===== config.mk =====
export PLATFORM = sky130hd
export DESIGN_NAME = alu_serial_16
export DESIGN_NICKNAME = d
export VERILOG_FILES = /design/src/rtl/alu_pkg.sv /design/src/rtl/alu_slice_4.sv /design/src/rtl/alu_serial_16.sv
export SDC_FILE = /design/constraint.sdc
export NUM_CORES = 1
export LEC_CHECK = 0
export ABC_AREA = 1
export CAP_MARGIN = 25
export CORE_ASPECT_RATIO = 0.7
export CORE_MARGIN = 2
export CORE_UTILIZATION = 56
export DETAILED_ROUTE_END_ITERATION = 7
export MAX_ROUTING_LAYER = met4
export PLACE_DENSITY = 0.86
export SLEW_MARGIN = 15
export SYNTH_ARGS = -nofsm -noshare
export SYNTH_HDL_FRONTEND = slang
export SYNTH_SLANG_ARGS = --single-unit
export TNS_END_PERCENT = 20

===== constraint.sdc =====
create_clock -name clk -period 4.1 [get_ports clk]
set_input_delay 0.82 -clock clk [delete_from_list [all_inputs] [get_ports clk]]
set_output_delay 0.82 -clock clk [all_outputs]
set_load 0.05 [all_outputs]

===== src/rtl/alu_pkg.sv =====
// rtl/alu_pkg.sv - shared types and constants for the nibble-serial ALU
//
// Purpose : state encoding, nibble width and operation select codes shared by
//           alu_serial_16 and alu_slice_4.
// Ports   : none (package).

package alu_pkg;

   // Controller states of the serial ALU.
   typedef enum logic [1:0] {
      IDLE = 2'd0,
      RUN  = 2'd1,
      DONE = 2'd2
   } state_t;

   // Bits processed per clock cycle.
   localparam int NIBBLE = 4;

   // Values of the s input.
   localparam logic OP_ADD = 1'b1;
   localparam logic OP_SUB = 1'b0;

endpackage : alu_pkg


===== src/rtl/alu_slice_4.sv =====
// rtl/alu_slice_4.sv - combinational 4-bit adder with carry-in
//
// Purpose : one nibble of the serial datapath; time-shared across all nibbles
//           of an operation by alu_serial_16.
// Ports   : a, b  - nibble operands (b already inverted for subtract)
//           cin   - carry into bit 0
//           q     - nibble sum
//           cout  - carry out of bit 3

module alu_slice_4
   import alu_pkg::*;
(
   input  logic [NIBBLE-1:0] a,
   input  logic [NIBBLE-1:0] b,
   input  logic              cin,
   output logic [NIBBLE-1:0] q,
   output logic              cout
);

   // Widen by one bit so the carry out falls out of the addition.
   assign {cout, q} = {1'b0, a} + {1'b0, b} + {{NIBBLE{1'b0}}, cin};

endmodule : alu_slice_4


===== src/rtl/alu_serial_16.sv =====
// rtl/alu_serial_16.sv - nibble-serial add/subtract unit with valid/ready handshake
//
// Purpose : accepts a, b and s in IDLE, computes a+b or a-b one nibble per
//           cycle (LSB nibble first) through a single alu_slice_4, then holds
//           the result and flags in DONE until the consumer takes them.
// Ports   : clk, rst_n           - clock, asynchronous active-low reset
//           in_valid, in_ready   - request handshake (in_ready = state IDLE)
//           a, b, s              - operands, s: 1 = add, 0 = subtract
//           out_valid, out_ready - result handshake (out_valid = state DONE)
//           q                    - result modulo 2^WIDTH
//           c                    - carry (add) or borrow (subtract)
//           z                    - result is zero
//           v                    - signed overflow

module alu_serial_16
   import alu_pkg::*;
#(
   parameter int WIDTH = 16
)
(
   input  logic             clk,
   input  logic             rst_n,
   input  logic             in_valid,
   output logic             in_ready,
   input  logic [WIDTH-1:0] a,
   input  logic [WIDTH-1:0] b,
   input  logic             s,
   output logic             out_valid,
   input  logic             out_ready,
   output logic [WIDTH-1:0] q,
   output logic             c,
   output logic             z,
   output logic             v
);

   localparam int NIBBLES = WIDTH / NIBBLE;
   localparam int IDX_W   = (NIBBLES > 1) ? $clog2(NIBBLES) : 1;
   localparam int MSB     = WIDTH - 1;
   localparam logic [IDX_W-1:0] LAST_IDX = IDX_W'(NIBBLES - 1);

   state_t            state;
   logic [IDX_W-1:0]  idx;
   logic              carry;
   logic [WIDTH-1:0]  a_r;
   logic [WIDTH-1:0]  b_r;
   logic              s_r;
   logic [WIDTH-1:0]  q_r;
   logic              c_r;
   logic              z_r;
   logic              v_r;
   logic              in_ready_r;
   logic              out_valid_r;

   logic [WIDTH-1:0]  b_eff;
   logic [IDX_W+1:0]  base;
   logic [NIBBLE-1:0] a_nib;
   logic [NIBBLE-1:0] b_nib;
   logic [NIBBLE-1:0] sum_nib;
   logic              cout;
   logic [WIDTH-1:0]  q_next;

   // Subtract is a + ~b + 1: the +1 comes from the carry register being
   // preloaded with 1 at accept time.
   assign b_eff = (s_r == OP_ADD) ? b_r : ~b_r;

   // Bit offset of the current nibble (idx * 4).
   assign base  = {idx, 2'b00};
   assign a_nib = a_r[base +: NIBBLE];
   assign b_nib = b_eff[base +: NIBBLE];

   alu_slice_4 u_slice (
      .a    (a_nib),
      .b    (b_nib),
      .cin  (carry),
      .q    (sum_nib),
      .cout (cout)
   );

   // Result with the current nibble merged in; used both to update q and to
   // derive z/v on the final nibble without an extra cycle.
   always_comb begin
      q_next = q_r;
      q_next[base +: NIBBLE] = sum_nib;
   end

   always_ff @(posedge clk or negedge rst_n) begin
      if (!rst_n) begin
         state       <= IDLE;
         idx         <= '0;
         carry       <= 1'b0;
         a_r         <= '0;
         b_r         <= '0;
         s_r         <= 1'b0;
         q_r         <= '0;
         c_r         <= 1'b0;
         z_r         <= 1'b0;
         v_r         <= 1'b0;
         in_ready_r  <= 1'b1;
         out_valid_r <= 1'b0;
      end else begin
         case (state)
            IDLE: begin
               if (in_valid) begin
                  a_r        <= a;
                  b_r        <= b;
                  s_r        <= s;
                  idx        <= '0;
                  carry      <= (s == OP_SUB);
                  state      <= RUN;
                  in_ready_r <= 1'b0;
               end
            end
            RUN: begin
               q_r   <= q_next;
               carry <= cout;
               idx   <= idx + 1'b1;
               if (idx == LAST_IDX) begin
                  state       <= DONE;
                  out_valid_r <= 1'b1;
                  idx         <= '0;
                  // For subtract the adder carry is "no borrow", so invert it.
                  c_r         <= (s_r == OP_ADD) ? cout : ~cout;
                  z_r         <= (q_next == '0);
                  v_r         <= (a_r[MSB] == b_eff[MSB]) && (q_next[MSB] != a_r[MSB]);
               end
            end
            DONE: begin
               // Return to IDLE only; a new request waits for the next edge.
               if (out_ready) begin
                  state       <= IDLE;
                  out_valid_r <= 1'b0;
                  in_ready_r  <= 1'b1;
               end
            end
            default: begin
               state       <= IDLE;
               in_ready_r  <= 1'b1;
               out_valid_r <= 1'b0;
            end
         endcase
      end
   end

   assign in_ready  = in_ready_r;
   assign out_valid = out_valid_r;
   assign q         = q_r;
   assign c         = c_r;
   assign z         = z_r;
   assign v         = v_r;

endmodule : alu_serial_16


==> results of run 1 <==
## routing by layer
metal	wire, um	part of all wire	vias up	track usage
met5	0	0	-	-
li1	-	-	1394	-
met4	131	0.018	0	0.0864
met2	3050	0.43	111	0.383
met1	3410	0.48	1349	0.373
met3	534	0.075	13	0.0867
## through the flow
| step | utilization | area [sq um] | worst slack [ns] |
|---|---|---|---|
| after CTS | 0.730 | 3860 | 1.07 |
| after global placement | 0.698 | 3690 | 1.25 |
| after global routing | 0.730 | 3860 | 0.759 |
| after floorplan | - | 3100 | 1.32 |
| final | 0.730 | 3860 | 1.01 |
| after detailed placement | 0.698 | 3690 | 1.10 |
## cells in the mapped netlist (all sizes together) (2+ instances only)
cell    count  area, sq um
o22ai       2         12.5
nor2       39          146
a32oi       3         26.3
fa          2         40.0
ha          9          113
o21ai      20          100
nand3      15         75.1
nand3b      2         15.0
nand4       2         12.5
a32o        2         20.0
a31oi       9         56.3
a21oi       9         45.0
nand2     176          663
dfrtp      58         1450
inv        33          124
xor2        5         43.8
buf        11         63.8
clkbuf      4         16.3
## critical path, stage by stage (launching register included)
cell and delay, ns:
sky130_fd_sc_hd__dfrtp_1 0.46, sky130_fd_sc_hd__inv_1 0.41, sky130_fd_sc_hd__a21oi_1 0.08, sky130_fd_sc_hd__a32oi_1 0.23, sky130_fd_sc_hd__xor2_1 0.11, sky130_fd_sc_hd__fa_1 0.40
sky130_fd_sc_hd__fa_1 0.50, sky130_fd_sc_hd__nor2_1 0.07, sky130_fd_sc_hd__nand3_1 0.11, sky130_fd_sc_hd__nand2_1 0.06, sky130_fd_sc_hd__nor2_1 0.11, sky130_fd_sc_hd__nand2_1 0.06
sky130_fd_sc_hd__nor2_1 0.11, sky130_fd_sc_hd__nand2_1 0.06, sky130_fd_sc_hd__nor2_1 0.09, sky130_fd_sc_hd__nand3_1 0.09, sky130_fd_sc_hd__nand2_1 0.06
## registers in the layout, summed over array words and instances, names as in the netlist
register	cells
a_r	16
b_r	16
q	16
idx	2
state	2
c	1
carry	1
in_ready	1
out_valid	1
s_r	1
v	1
z	1
## how the worst min path moves through the flow
stage | start | endpoint | slack (ns) | cells past startpoint
after global routing | v | v | 0.51 | 2
after floorplan | a_r[10] | a_r[10] | 0.44 | 2
after global placement | in_ready | in_ready | 0.46 | 2
final | a_r[10] | a_r[10] | 0.48 | 2
after detailed placement | a_r[6] | a_r[6] | 0.46 | 2
after CTS | a_r[10] | a_r[10] | 0.48 | 2
## cell type report
class	count	area, sq um	share of cell area
tap	72	90.1	0.0233
timing repair buffer	59	581	0.150
clock buffer	11	141	0.0366
inverter	34	128	0.0331
sequential	59	1480	0.383
multi-input combinational	300	1410	0.366
clock inverter	5	30.0	0.00778
## power by group
group / leakage, nW / internal (W) / switching, W
sequential: 0.731 / 0.000852 / 0.000176
combinational: 1.12 / 0.000739 / 0.00145
clock: 0.0851 / 0.000232 / 0.000225
total: 1.94 / 0.00182 / 0.00185
## logic make-up (layout without fill, tap and decap cells)
kind of cell | count (synthesis) | after routing | share of synthesized area
buffers and inverters | 49 | 109 | 0.0671
AOI/OAI and AO/OA | 49 | 49 | 0.0950
xor gates and xnor gates | 6 | 6 | 0.0170
adders and majority gates | 11 | 11 | 0.0493
and+or+nand+nor | 234 | 234 | 0.295
DFF | 59 | 59 | 0.477
==> impl_table.tex, run 1 <==
\begin{tabular}{lr}
\hline
Metric & Value \\
\hline
\multicolumn{2}{l}{\textbf{Detailed routing}} \\
\quad Average vias per placed instance & around 5.3 \\
\quad TritonRoute pass-1 iters & 4 \\
\quad Detailed-route wire length & about 7000 um \\
\quad Average detailed-routed wire length per instance & roughly 13 um \\
\quad Final routed DRC violation total & 0 \\
\quad Vias post-DR & between 2000 and 3000 \\
\quad Number of antenna-violating nets in the routed design & 0 \\
\quad 1st-iter DRT viols & approximately 260 \\
\multicolumn{2}{l}{\textbf{Worst setup path}} \\
\quad Crit path from & idx[1] \\
\quad Critical Path End & z \\
\quad R2R Path End & z \\
\quad R2R depth & 16 \\
\quad Worst Setup Start Kind & flop \\
\quad Arrival time at the worst endpoint & around 3.4 ns \\
\quad R2r setup slk & roughly 1.0 ns \\
\quad CP Capture Type & flop \\
\quad Critical path fanouts, max & 17 \\
\quad Launch point of the worst reg-to-reg path & idx[1] \\
\quad Worst Setup Path Type & reg -> reg \\
\quad Required time at the worst-slack endpoint & $\sim$4.4 ns \\
\multicolumn{2}{l}{\textbf{Synthesis}} \\
\quad Share of synthesized flip-flops with an asynchronous set or reset & 1.00 \\
\quad Flip-flop and latch count after synthesis & slightly below 60 \\
\quad Count of warnings emitted by yosys & 0 \\
\quad Instance count of the mapped netlist & $\sim$410 \\
\quad Unique cell type count in the Yosys netlist & 30 \\
\quad Most used flip-flop cell after synthesis & sky130\_fd\_sc\_hd\_\_dfrtp\_1 \\
\quad Seq/Total Area, Yosys & 0.477 \\
\quad Number of enable-type register cells in the synthesized netlist & 0 \\
\quad Post-Syn Nets & 456 \\
\quad Post-synthesis instance area & 0.00310 sq mm \\
\quad Synthesized area divided by synthesized cell count & around 7.6 sq um \\
\multicolumn{2}{l}{\textbf{Timing}} \\
\quad Unrepaired setup endpoints after global routing & false \\
\quad Clk\_skew & around 0.0084 ns \\
\quad Relative slew slack & 0.506 \\
\quad Fmax & 324 MHz \\
\quad Number of max-slew violations in the final report & 0 \\
\quad Min Hold Slack & approximately 0.48 ns \\
\quad Hold Violations, Final & 0 \\
\quad Total Negative Setup Slacks & 0 ns \\
\quad Clock period minus worst slack & 3.09 ns \\
\quad Final worst path period share & 0.753 \\
\quad Final-report setup violation count & 0 \\
\quad Actual slew at the worst max-slew pin & between 0.7 and 0.8 ns \\
\multicolumn{2}{l}{\textbf{Power}} \\
\quad Worst vdd rail ir drop & between 0.4 and 0.5 mV \\
\quad Leak & between 1.5 and 2 nW \\
\quad Tot Pwr & around 0.0037 W \\
\quad Pwr dens & roughly 950 mW/mm\^{}2 \\
\multicolumn{2}{l}{\textbf{Cells and area}} \\
\quad Ratio of cells with drive above 1 in the final layout & 0.0470 \\
\quad Most common library cell in the layout ignoring fill and taps & sky130\_fd\_sc\_hd\_\_nand2\_1 \\
\quad Count of antenna diodes in the layout & 0 \\
\quad Post-Layout Cell Count & 540 \\
\quad Number of fill cells in the layout & 420 \\
\quad Most used cells in the layout excluding fill and tap cells & 175 x sky130\_fd\_sc\_hd\_\_nand2\_1, 58 x sky130\_fd\_sc\_hd\_\_dfrtp\_1, 56 x sky130\_fd\_sc\_hd\_\_clkdlybuf4s50\_1 \\
\quad Final net count & around 510 \\
\quad Area overhead of the layout relative to synthesis & 24.6\% \\
\multicolumn{2}{l}{\textbf{Clock network}} \\
\quad Cts repair resizes & 0 \\
\quad Number of hold buffers added after CTS & 0 \\
\quad Clk Latency, worst-skew pair & between 0.3 and 0.4 ns \\
\quad Maximum count of clock buffers along a single path & 2 \\
\quad CTS sink cnt & slightly below 60 \\
\quad Clock Pin Slew Worst Setup and Hold Paths & roughly 0.07 ns \\
\quad Buffers inserted during post-CTS setup optimization & 0 \\
\quad Num CTS Buffers & 9 \\
\quad CTS H-Tree Depth & 3 \\
\quad CTS tree & yes \\
\quad Root Driver & sky130\_fd\_sc\_hd\_\_clkbuf\_8 \\
\multicolumn{2}{l}{\textbf{Floorplan}} \\
\quad Floorplan die height & around 66 um \\
\quad Die area & 0.00615 sq mm \\
\quad FP Rows & 22 \\
\quad Core outline area & 0.00529 sq mm \\
\quad Top-Level Pins & a little under 60 \\
\quad Die W & around 93 um \\
\quad Starting density of the core & 0.586 \\
\multicolumn{2}{l}{\textbf{Placed design}} \\
\quad Routability cong. & roughly 0.87 \\
\quad Port-buffer cells & 57 \\
\quad Dpl cells & between 500 and 600 \\
\quad Post-DP HPWL & about 5100 um \\
\multicolumn{2}{l}{\textbf{Status}} \\
\quad Status & finished, final reports clean \\
\multicolumn{2}{l}{\textbf{Flow run}} \\
\quad Max Cap Violations & 0 \\
\multicolumn{2}{l}{\textbf{Hold path}} \\
\quad Type of the worst min-delay path & reg -> reg \\
\multicolumn{2}{l}{\textbf{Global route}} \\
\quad Global route overflow & 0 \\
\quad Tot GR Track Use & 0.270 \\
\quad Initial antenna violation count & 0 \\
\quad Largest net degree at the start of global routing & 36 \\
\quad Vias in the first global route & 2613 \\
\quad Global-route wire length before repair & around 12000 um \\
\hline
\end{tabular}
Note: power is estimated with default switching activity, not from simulation.
==> run 2: changes to the inputs <==
CORE_UTILIZATION = 47   (was 56)
PLACE_DENSITY = 0.77   (was 0.86)
clock period = 2.75 ns   (was 4.1 ns; I/O delays follow)
==> run 2 against run 1 <==
Via count down 0.73%. Die area increased by 18%. Power grew 61%. Combinational power is 59% higher. Highest routed layer unchanged. Wire length is 3.9% higher. Register-to-register slack worse by 0.90 ns. Sequential share of layout area down 1.8 points. Setup slack got worse by 0.90 ns. Largest power group unchanged. Global-route usage down 4.7 points. Critical path type unchanged. Largest cell class unchanged.
==> impl_table.tex, run 2 (synthesis results as in run 1) <==
\begin{tabular}{lr}
\hline
Metric & Value \\
\hline
\multicolumn{2}{l}{\textbf{Status}} \\
\quad Status & finished, final reports clean \\
\multicolumn{2}{l}{\textbf{Global route}} \\
\quad Global route overflow & 0 \\
\quad Initial antenna violation count & 0 \\
\quad Vias in the first global route & about 2600 \\
\quad Largest net degree at the start of global routing & 60 \\
\quad Global-route wire length before repair & 12200 um \\
\quad Tot GR Track Use & 0.223 \\
\multicolumn{2}{l}{\textbf{Power}} \\
\quad Worst vdd rail ir drop & between 0.5 and 0.6 mV \\
\quad Clock network power share & 0.150 \\
\quad Sequential share of power & 0.261 \\
\quad Switching power share of the total & 0.479 \\
\quad Pwr dens & around 1500 mW/mm\^{}2 \\
\quad Net switching power & 0.00284 W \\
\quad Relative contribution of combinational cells to total power & 0.588 \\
\quad Internal power of the cells & $\sim$0.003 W \\
\quad Leak & between 2 and 2.5 nW \\
\multicolumn{2}{l}{\textbf{Worst setup path}} \\
\quad Worst Setup Start Kind & flop \\
\quad Worst Setup Path Type & reg -> reg \\
\quad Arrival time at the worst endpoint & between 2 and 3 ns \\
\quad CP Capture Type & flop \\
\quad Required time at the worst-slack endpoint & slightly above 3 ns \\
\quad Critical path fanouts, max & 8 \\
\multicolumn{2}{l}{\textbf{Placed design}} \\
\quad Total placed instance area & about 0.0038 sq mm \\
\quad Routability cong. & around 0.98 \\
\quad Post-DP HPWL & approximately 5400 um \\
\quad Port-buffer cells & 57 \\
\quad Worst slack at placement & 0.0296 ns \\
\multicolumn{2}{l}{\textbf{Timing}} \\
\quad Smallest setup slack after layout & 0.110 ns \\
\quad Clock period minus worst slack & around 2.6 ns \\
\quad Total Negative Setup Slacks & 0 ns \\
\quad Relative slew slack & 0.508 \\
\quad Clk\_skew & around 0.0059 ns \\
\quad Final-report setup violation count & 0 \\
\quad Hold Violations, Final & 0 \\
\quad Actual slew at the worst max-slew pin & $\sim$0.74 ns \\
\quad Unrepaired setup endpoints after global routing & true \\
\quad Number of max-slew violations in the final report & 0 \\
\quad Fmax & $\sim$380 MHz \\
\quad Final worst path period share & 0.960 \\
\multicolumn{2}{l}{\textbf{Detailed routing}} \\
\quad Detailed-route wire length & $\sim$7400 um \\
\quad TritonRoute pass-1 iters & 5 \\
\quad Final routed DRC violation total & 0 \\
\quad Vias post-DR & roughly 2800 \\
\quad Average detailed-routed wire length per instance & between 10 and 15 um \\
\quad 1st-iter DRT viols & approximately 170 \\
\quad Average vias per placed instance & between 5 and 6 \\
\quad Number of antenna-violating nets in the routed design & 0 \\
\multicolumn{2}{l}{\textbf{Clock network}} \\
\quad CTS sink cnt & between 50 and 60 \\
\quad Clk Latency, worst-skew pair & between 0.3 and 0.4 ns \\
\quad Clock Pin Slew Worst Setup and Hold Paths & approximately 0.07 ns \\
\quad CTS tree & yes \\
\quad Root Driver & sky130\_fd\_sc\_hd\_\_clkbuf\_8 \\
\quad Num CTS Buffers & 9 \\
\quad CTS H-Tree Depth & 3 \\
\quad Maximum count of clock buffers along a single path & 2 \\
\multicolumn{2}{l}{\textbf{Cells and area}} \\
\quad Core occupancy in the finished layout & 0.642 \\
\quad Design Area, Final & just over 0.004 sq mm \\
\quad Ratio of cells with drive above 1 in the final layout & 0.0938 \\
\quad Count of antenna diodes in the layout & 0 \\
\quad Final net count & 523 \\
\quad Area overhead of the layout relative to synthesis & 30.8\% \\
\quad Most used cells in the layout excluding fill and tap cells & 174 x sky130\_fd\_sc\_hd\_\_nand2\_1, 57 x sky130\_fd\_sc\_hd\_\_dfrtp\_1, 56 x sky130\_fd\_sc\_hd\_\_clkdlybuf4s50\_1 \\
\quad Most common library cell in the layout ignoring fill and taps & sky130\_fd\_sc\_hd\_\_nand2\_1 \\
\multicolumn{2}{l}{\textbf{Floorplan}} \\
\quad Floorplan die height & between 70 and 80 um \\
\quad Top-Level Pins & 58 \\
\quad Die area & 0.00726 sq mm \\
\quad Core outline area & around 0.0063 sq mm \\
\quad Die W & between 100 and 150 um \\
\quad FP Rows & 24 \\
\quad Starting density of the core & 0.491 \\
\multicolumn{2}{l}{\textbf{Flow run}} \\
\quad Max Cap Violations & 0 \\
\multicolumn{2}{l}{\textbf{Hold path}} \\
\quad Type of the worst min-delay path & in -> async \\
\hline
\end{tabular}
-- run 2: changes by cell type in the layout (fill, tap and decap cells not counted), moves of 2 or more --
| cell | delta |
|---|---|
| sky130_fd_sc_hd__buf_4 | +11 |
| sky130_fd_sc_hd__bufinv_16 | +2 |
| sky130_fd_sc_hd__nor2_2 | +2 |
| sky130_fd_sc_hd__clkinvlp_4 | -2 |
| sky130_fd_sc_hd__nor2_1 | -2 |
-- run 2: final timing paths --
check,startpoint,end,slack [ns],cells past startpoint
worst max-delay path,idx[0],z,0.11,16
worst min-delay path,rst_n,out_valid,0.34,2
worst max register to register,idx[0],z,0.11,16
worst min register to register,in_ready,in_ready,0.46,2
max in group asynchronous,rst_n,idx[0],1.88,2
min in group clk,in_ready,in_ready,0.46,2
-- run 2: layer usage --
| metal | part of all wire | up-vias | track usage | wire [um] |
|---|---|---|---|---|
| li1 | - | 1428 | - | - |
| met1 | 0.49 | 1310 | 0.311 | 3640 |
| met2 | 0.43 | 95 | 0.316 | 3180 |
| met3 | 0.064 | 13 | 0.0713 | 476 |
| met4 | 0.015 | 0 | 0.0646 | 109 |
| met5 | 0 | - | - | 0 |
-- run 2: stage by stage --
step / cells / hold WS [ns] / power (W)
5_1_grt: 558 / 0.414 / 0.00642
2_1_floorplan: 408 / 0.254 / 0.00395
6_report: 558 / 0.341 / 0.00593
4_1_cts: 557 / 0.367 / 0.00580
3_3_place_gp: 541 / 0.454 / 0.00478
3_5_place_dp: 541 / 0.456 / 0.00488
-- run 2: cell type report --
cell class,instances,area [sq um]
clock inverters,5,75.1
inverters,34,130
flip-flops and latches,59,1480
repair buffers,71,674
fillers,568,2260
well taps,78,97.6
clock buffers,11,151
multi-input cells,300,1440
-- run 2: timing repair --
action | CTS | global route
endpoints found under the setup margin | 0 | 4
endpoints found under the hold margin | 0 | 0
setup buffers | 0 | 1
hold buffers | 0 | 0
gates resized for setup | 0 | 12
-- run 2: power by group through the flow --
stage | logic [W] | clock network [W] | registers, W
final | 0.00349 | 0.000892 | 0.00155
after global routing | 0.00389 | 0.000940 | 0.00160
after CTS | 0.00335 | 0.000907 | 0.00154
after detailed placement | 0.00333 | 0 | 0.00155
after global placement | 0.00324 | 0 | 0.00154
after floorplan | 0.00206 | 0 | 0.00189
-- run 2: worst max-delay path, stage by stage (launching register included) --
cell and delay (ns):
sky130_fd_sc_hd__dfrtp_2 0.44, sky130_fd_sc_hd__buf_6 0.15, sky130_fd_sc_hd__a21oi_2 0.12, sky130_fd_sc_hd__a32oi_2 0.07, sky130_fd_sc_hd__xor2_1 0.17, sky130_fd_sc_hd__fa_2 0.36
sky130_fd_sc_hd__fa_1 0.52, sky130_fd_sc_hd__nor2_2 0.07, sky130_fd_sc_hd__nand3_1 0.11, sky130_fd_sc_hd__nand2_1 0.06, sky130_fd_sc_hd__nor2_1 0.10, sky130_fd_sc_hd__nand2_1 0.05
sky130_fd_sc_hd__nor2_1 0.08, sky130_fd_sc_hd__nand2_1 0.06, sky130_fd_sc_hd__nor2_1 0.09, sky130_fd_sc_hd__nand3_1 0.08, sky130_fd_sc_hd__nand2_1 0.06
==> run 3: changes to the inputs <==
--- a/config.mk
+++ b/config.mk
@@ -10,8 +10,8 @@
 export CORE_ASPECT_RATIO = 0.7
 export CORE_MARGIN = 2
-export CORE_UTILIZATION = 47
+export CORE_UTILIZATION = 40
 export DETAILED_ROUTE_END_ITERATION = 7
 export MAX_ROUTING_LAYER = met4
-export PLACE_DENSITY = 0.77
+export PLACE_DENSITY = 0.67
 export SLEW_MARGIN = 15
 export SYNTH_ARGS = -nofsm -noshare
==> constraint.sdc (replaced) <==
create_clock -name clk -period 2.75 [get_ports clk]
set_input_delay 0.825 -clock clk [delete_from_list [all_inputs] [get_ports clk]]
set_output_delay 0.825 -clock clk [all_outputs]
set_load 0.05 [all_outputs]
==> run 3 against run 2 <==
Final area fell by 0.49%. Die area is 17% higher. Via count down 3.1%. Non-clock buffer count stayed put. Wire length up 1.2%. Critical path type unchanged.
==> impl_table.tex, run 3 (synthesis results as in run 1) <==
\begin{tabular}{lr}
\hline
Metric & Value \\
\hline
\multicolumn{2}{l}{\textbf{Power}} \\
\quad Tot Pwr & between 0.005 and 0.006 W \\
\quad Worst vdd rail ir drop & just over 0.5 mV \\
\quad Leak & about 2 nW \\
\quad Pwr dens & roughly 1400 mW/mm\^{}2 \\
\multicolumn{2}{l}{\textbf{Clock network}} \\
\quad Num CTS Buffers & 9 \\
\quad Root Driver & sky130\_fd\_sc\_hd\_\_clkbuf\_8 \\
\quad Clock Pin Slew Worst Setup and Hold Paths & approximately 0.070 ns \\
\quad Number of hold buffers added after CTS & 0 \\
\quad Maximum count of clock buffers along a single path & 2 \\
\quad Clk Latency, worst-skew pair & between 0.3 and 0.4 ns \\
\quad CTS sink cnt & 59 \\
\quad CTS H-Tree Depth & 3 \\
\quad CTS tree & yes \\
\multicolumn{2}{l}{\textbf{Cells and area}} \\
\quad Post-Layout Cell Count & slightly below 600 \\
\quad Design Area, Final & approximately 0.0040 sq mm \\
\quad Area overhead of the layout relative to synthesis & 30.1\% \\
\quad Final net count & 523 \\
\quad Number of fill cells in the layout & approximately 750 \\
\quad Most common library cell in the layout ignoring fill and taps & sky130\_fd\_sc\_hd\_\_nand2\_1 \\
\quad Most used cells in the layout excluding fill and tap cells & 175 x sky130\_fd\_sc\_hd\_\_nand2\_1, 57 x sky130\_fd\_sc\_hd\_\_dfrtp\_1, 56 x sky130\_fd\_sc\_hd\_\_clkdlybuf4s50\_1 \\
\quad Count of antenna diodes in the layout & 0 \\
\quad Ratio of cells with drive above 1 in the final layout & 0.0854 \\
\multicolumn{2}{l}{\textbf{Hold path}} \\
\quad Type of the worst min-delay path & reg -> reg \\
\multicolumn{2}{l}{\textbf{Timing}} \\
\quad Hold Violations, Final & 0 \\
\quad Smallest setup slack after layout & 0.0146 ns \\
\quad Fmax & about 370 MHz \\
\quad Clk\_skew & between 0.007 and 0.008 ns \\
\quad Actual slew at the worst max-slew pin & 0.569 ns \\
\quad Clock period minus worst slack & roughly 2.7 ns \\
\quad Relative slew slack & 0.621 \\
\quad Number of max-slew violations in the final report & 0 \\
\quad Final-report setup violation count & 0 \\
\quad Unrepaired setup endpoints after global routing & true \\
\quad Min Hold Slack & 0.465 ns \\
\quad Final worst path period share & 0.995 \\
\multicolumn{2}{l}{\textbf{Floorplan}} \\
\quad FP Rows & 26 \\
\quad Starting density of the core & 0.419 \\
\quad Floorplan die height & 77.6 um \\
\quad Die area & $\sim$0.0085 sq mm \\
\quad Core outline area & roughly 0.0074 sq mm \\
\quad Die W & 109 um \\
\quad Top-Level Pins & 58 \\
\multicolumn{2}{l}{\textbf{Global route}} \\
\quad Initial antenna violation count & 0 \\
\quad Vias in the first global route & about 2700 \\
\quad Global-route wire length before repair & 12900 um \\
\quad Global route overflow & 0 \\
\quad Tot GR Track Use & 0.202 \\
\quad Largest net degree at the start of global routing & 37 \\
\multicolumn{2}{l}{\textbf{Worst setup path}} \\
\quad Worst Setup Start Kind & flop \\
\quad Worst Setup Path Type & reg -> reg \\
\quad R2R depth & 16 \\
\quad R2r setup slk & between 0.01 and 0.015 ns \\
\quad Crit path from & idx[0] \\
\quad Critical path fanouts, max & 6 \\
\quad Required time at the worst-slack endpoint & between 3 and 4 ns \\
\quad CP Depth & 16 \\
\quad Slowest cell on the critical path & sky130\_fd\_sc\_hd\_\_fa\_1 \\
\quad Arrival time at the worst endpoint & between 3 and 4 ns \\
\quad R2R Path End & z \\
\quad Launch point of the worst reg-to-reg path & idx[0] \\
\quad Most common cell type on the critical path & sky130\_fd\_sc\_hd\_\_nand2\_1 \\
\quad WP buf/inv & 1 \\
\quad CP max stage delay & $\sim$0.52 ns \\
\quad Cell type group with the largest total delay on the critical path & adder cells \\
\quad CP Capture Type & flop \\
\quad Ordered list of cells on the worst path & buf\_4 > a21oi\_2 > a32oi\_2 > xor2\_1 > fa\_2 > fa\_1 > nor2\_2 > nand3\_1 > nand2\_1 > nor2\_1 > nand2\_1 > nor2\_1 > nand2\_1 > nor2\_2 > nand3\_1 > nand2\_1 \\
\quad Critical Path End & z \\
\multicolumn{2}{l}{\textbf{Detailed routing}} \\
\quad Average vias per placed instance & approximately 4.8 \\
\quad 1st-iter DRT viols & 126 \\
\quad Average detailed-routed wire length per instance & $\sim$13 um \\
\quad Detailed-route wire length & $\sim$7500 um \\
\quad Number of antenna-violating nets in the routed design & 0 \\
\quad Vias post-DR & approximately 2800 \\
\quad TritonRoute pass-1 iters & 4 \\
\quad Final routed DRC violation total & 0 \\
\multicolumn{2}{l}{\textbf{Placed design}} \\
\quad Dpl cells & 561 \\
\quad Port-buffer cells & between 50 and 60 \\
\quad Routability cong. & 0.887 \\
\quad Total placed instance area & 0.00381 sq mm \\
\quad Post-DP HPWL & between 5000 and 6000 um \\
\quad Worst slack at placement & about 0.035 ns \\
\multicolumn{2}{l}{\textbf{Status}} \\
\quad Status & finished, final reports clean \\
\multicolumn{2}{l}{\textbf{Flow run}} \\
\quad Max Cap Violations & 0 \\
\hline
\end{tabular}
run 3: changes by cell type in the layout (fill, tap and decap cells not counted), sizes merged:
cell,change
clkbuf,+3
clkinv,-1
bufinv,-2
run 3: area by class of cell:
type | instances | area [sq um] | share of cell area
Inverter | 34 | 130 | 0.0323
Tap cell | 98 | 123 | 0.0304
Timing Repair Buffer | 71 | 683 | 0.170
Clock inverter | 2 | 10.0 | 0.00248
Sequential cell | 59 | 1480 | 0.367
Clock buffer | 14 | 163 | 0.0404
Multi-Input combinational cell | 300 | 1440 | 0.358
run 3: timing repair:
action / CTS / global route
resized for setup: 0 / 10
setup buffers: 0 / 1
endpoints found under the setup margin: 0 / 8
run 3: metal layers:
layer	GRT usage	routed length [um]
met3	0.0529	370
met5	-	0
met1	0.289	3980
met2	0.286	3070
met4	0.0462	72
run 3: through the flow:
step                       util  TNS, ns
final                     0.546        0
after detailed placement  0.517        0
after CTS                 0.540        0
after global placement    0.517        0
after floorplan               -        0
after global routing      0.546   -0.241
run 3: power breakdown:
| part | internal (W) | switching (W) | leakage, nW |
|---|---|---|---|
| registers | 0.00127 | 0.000273 | 0.730 |
| logic | 0.00124 | 0.00220 | 1.18 |
| clock network | 0.000374 | 0.000330 | 0.0905 |
run 3: worst min-delay path by stage:
stage | from | endpoint | depth (start not counted)
finish | in_ready | in_ready | 2
global route | a_r[6] | a_r[6] | 2
CTS | in_ready | in_ready | 2
detailed placement | in_ready | in_ready | 2
global placement | in_ready | in_ready | 2
floorplan | a_r[10] | a_r[10] | 2
run 3: worst register-to-register path, cell delays in order (launching register included):
cell and delay (ns):
sky130_fd_sc_hd__dfrtp_2 0.44, sky130_fd_sc_hd__buf_4 0.17, sky130_fd_sc_hd__a21oi_2 0.14, sky130_fd_sc_hd__a32oi_2 0.07
sky130_fd_sc_hd__xor2_1 0.16, sky130_fd_sc_hd__fa_2 0.36, sky130_fd_sc_hd__fa_1 0.52, sky130_fd_sc_hd__nor2_2 0.06
sky130_fd_sc_hd__nand3_1 0.13, sky130_fd_sc_hd__nand2_1 0.07, sky130_fd_sc_hd__nor2_1 0.10, sky130_fd_sc_hd__nand2_1 0.06
sky130_fd_sc_hd__nor2_1 0.10, sky130_fd_sc_hd__nand2_1 0.08, sky130_fd_sc_hd__nor2_2 0.10, sky130_fd_sc_hd__nand3_1 0.07
sky130_fd_sc_hd__nand2_1 0.06
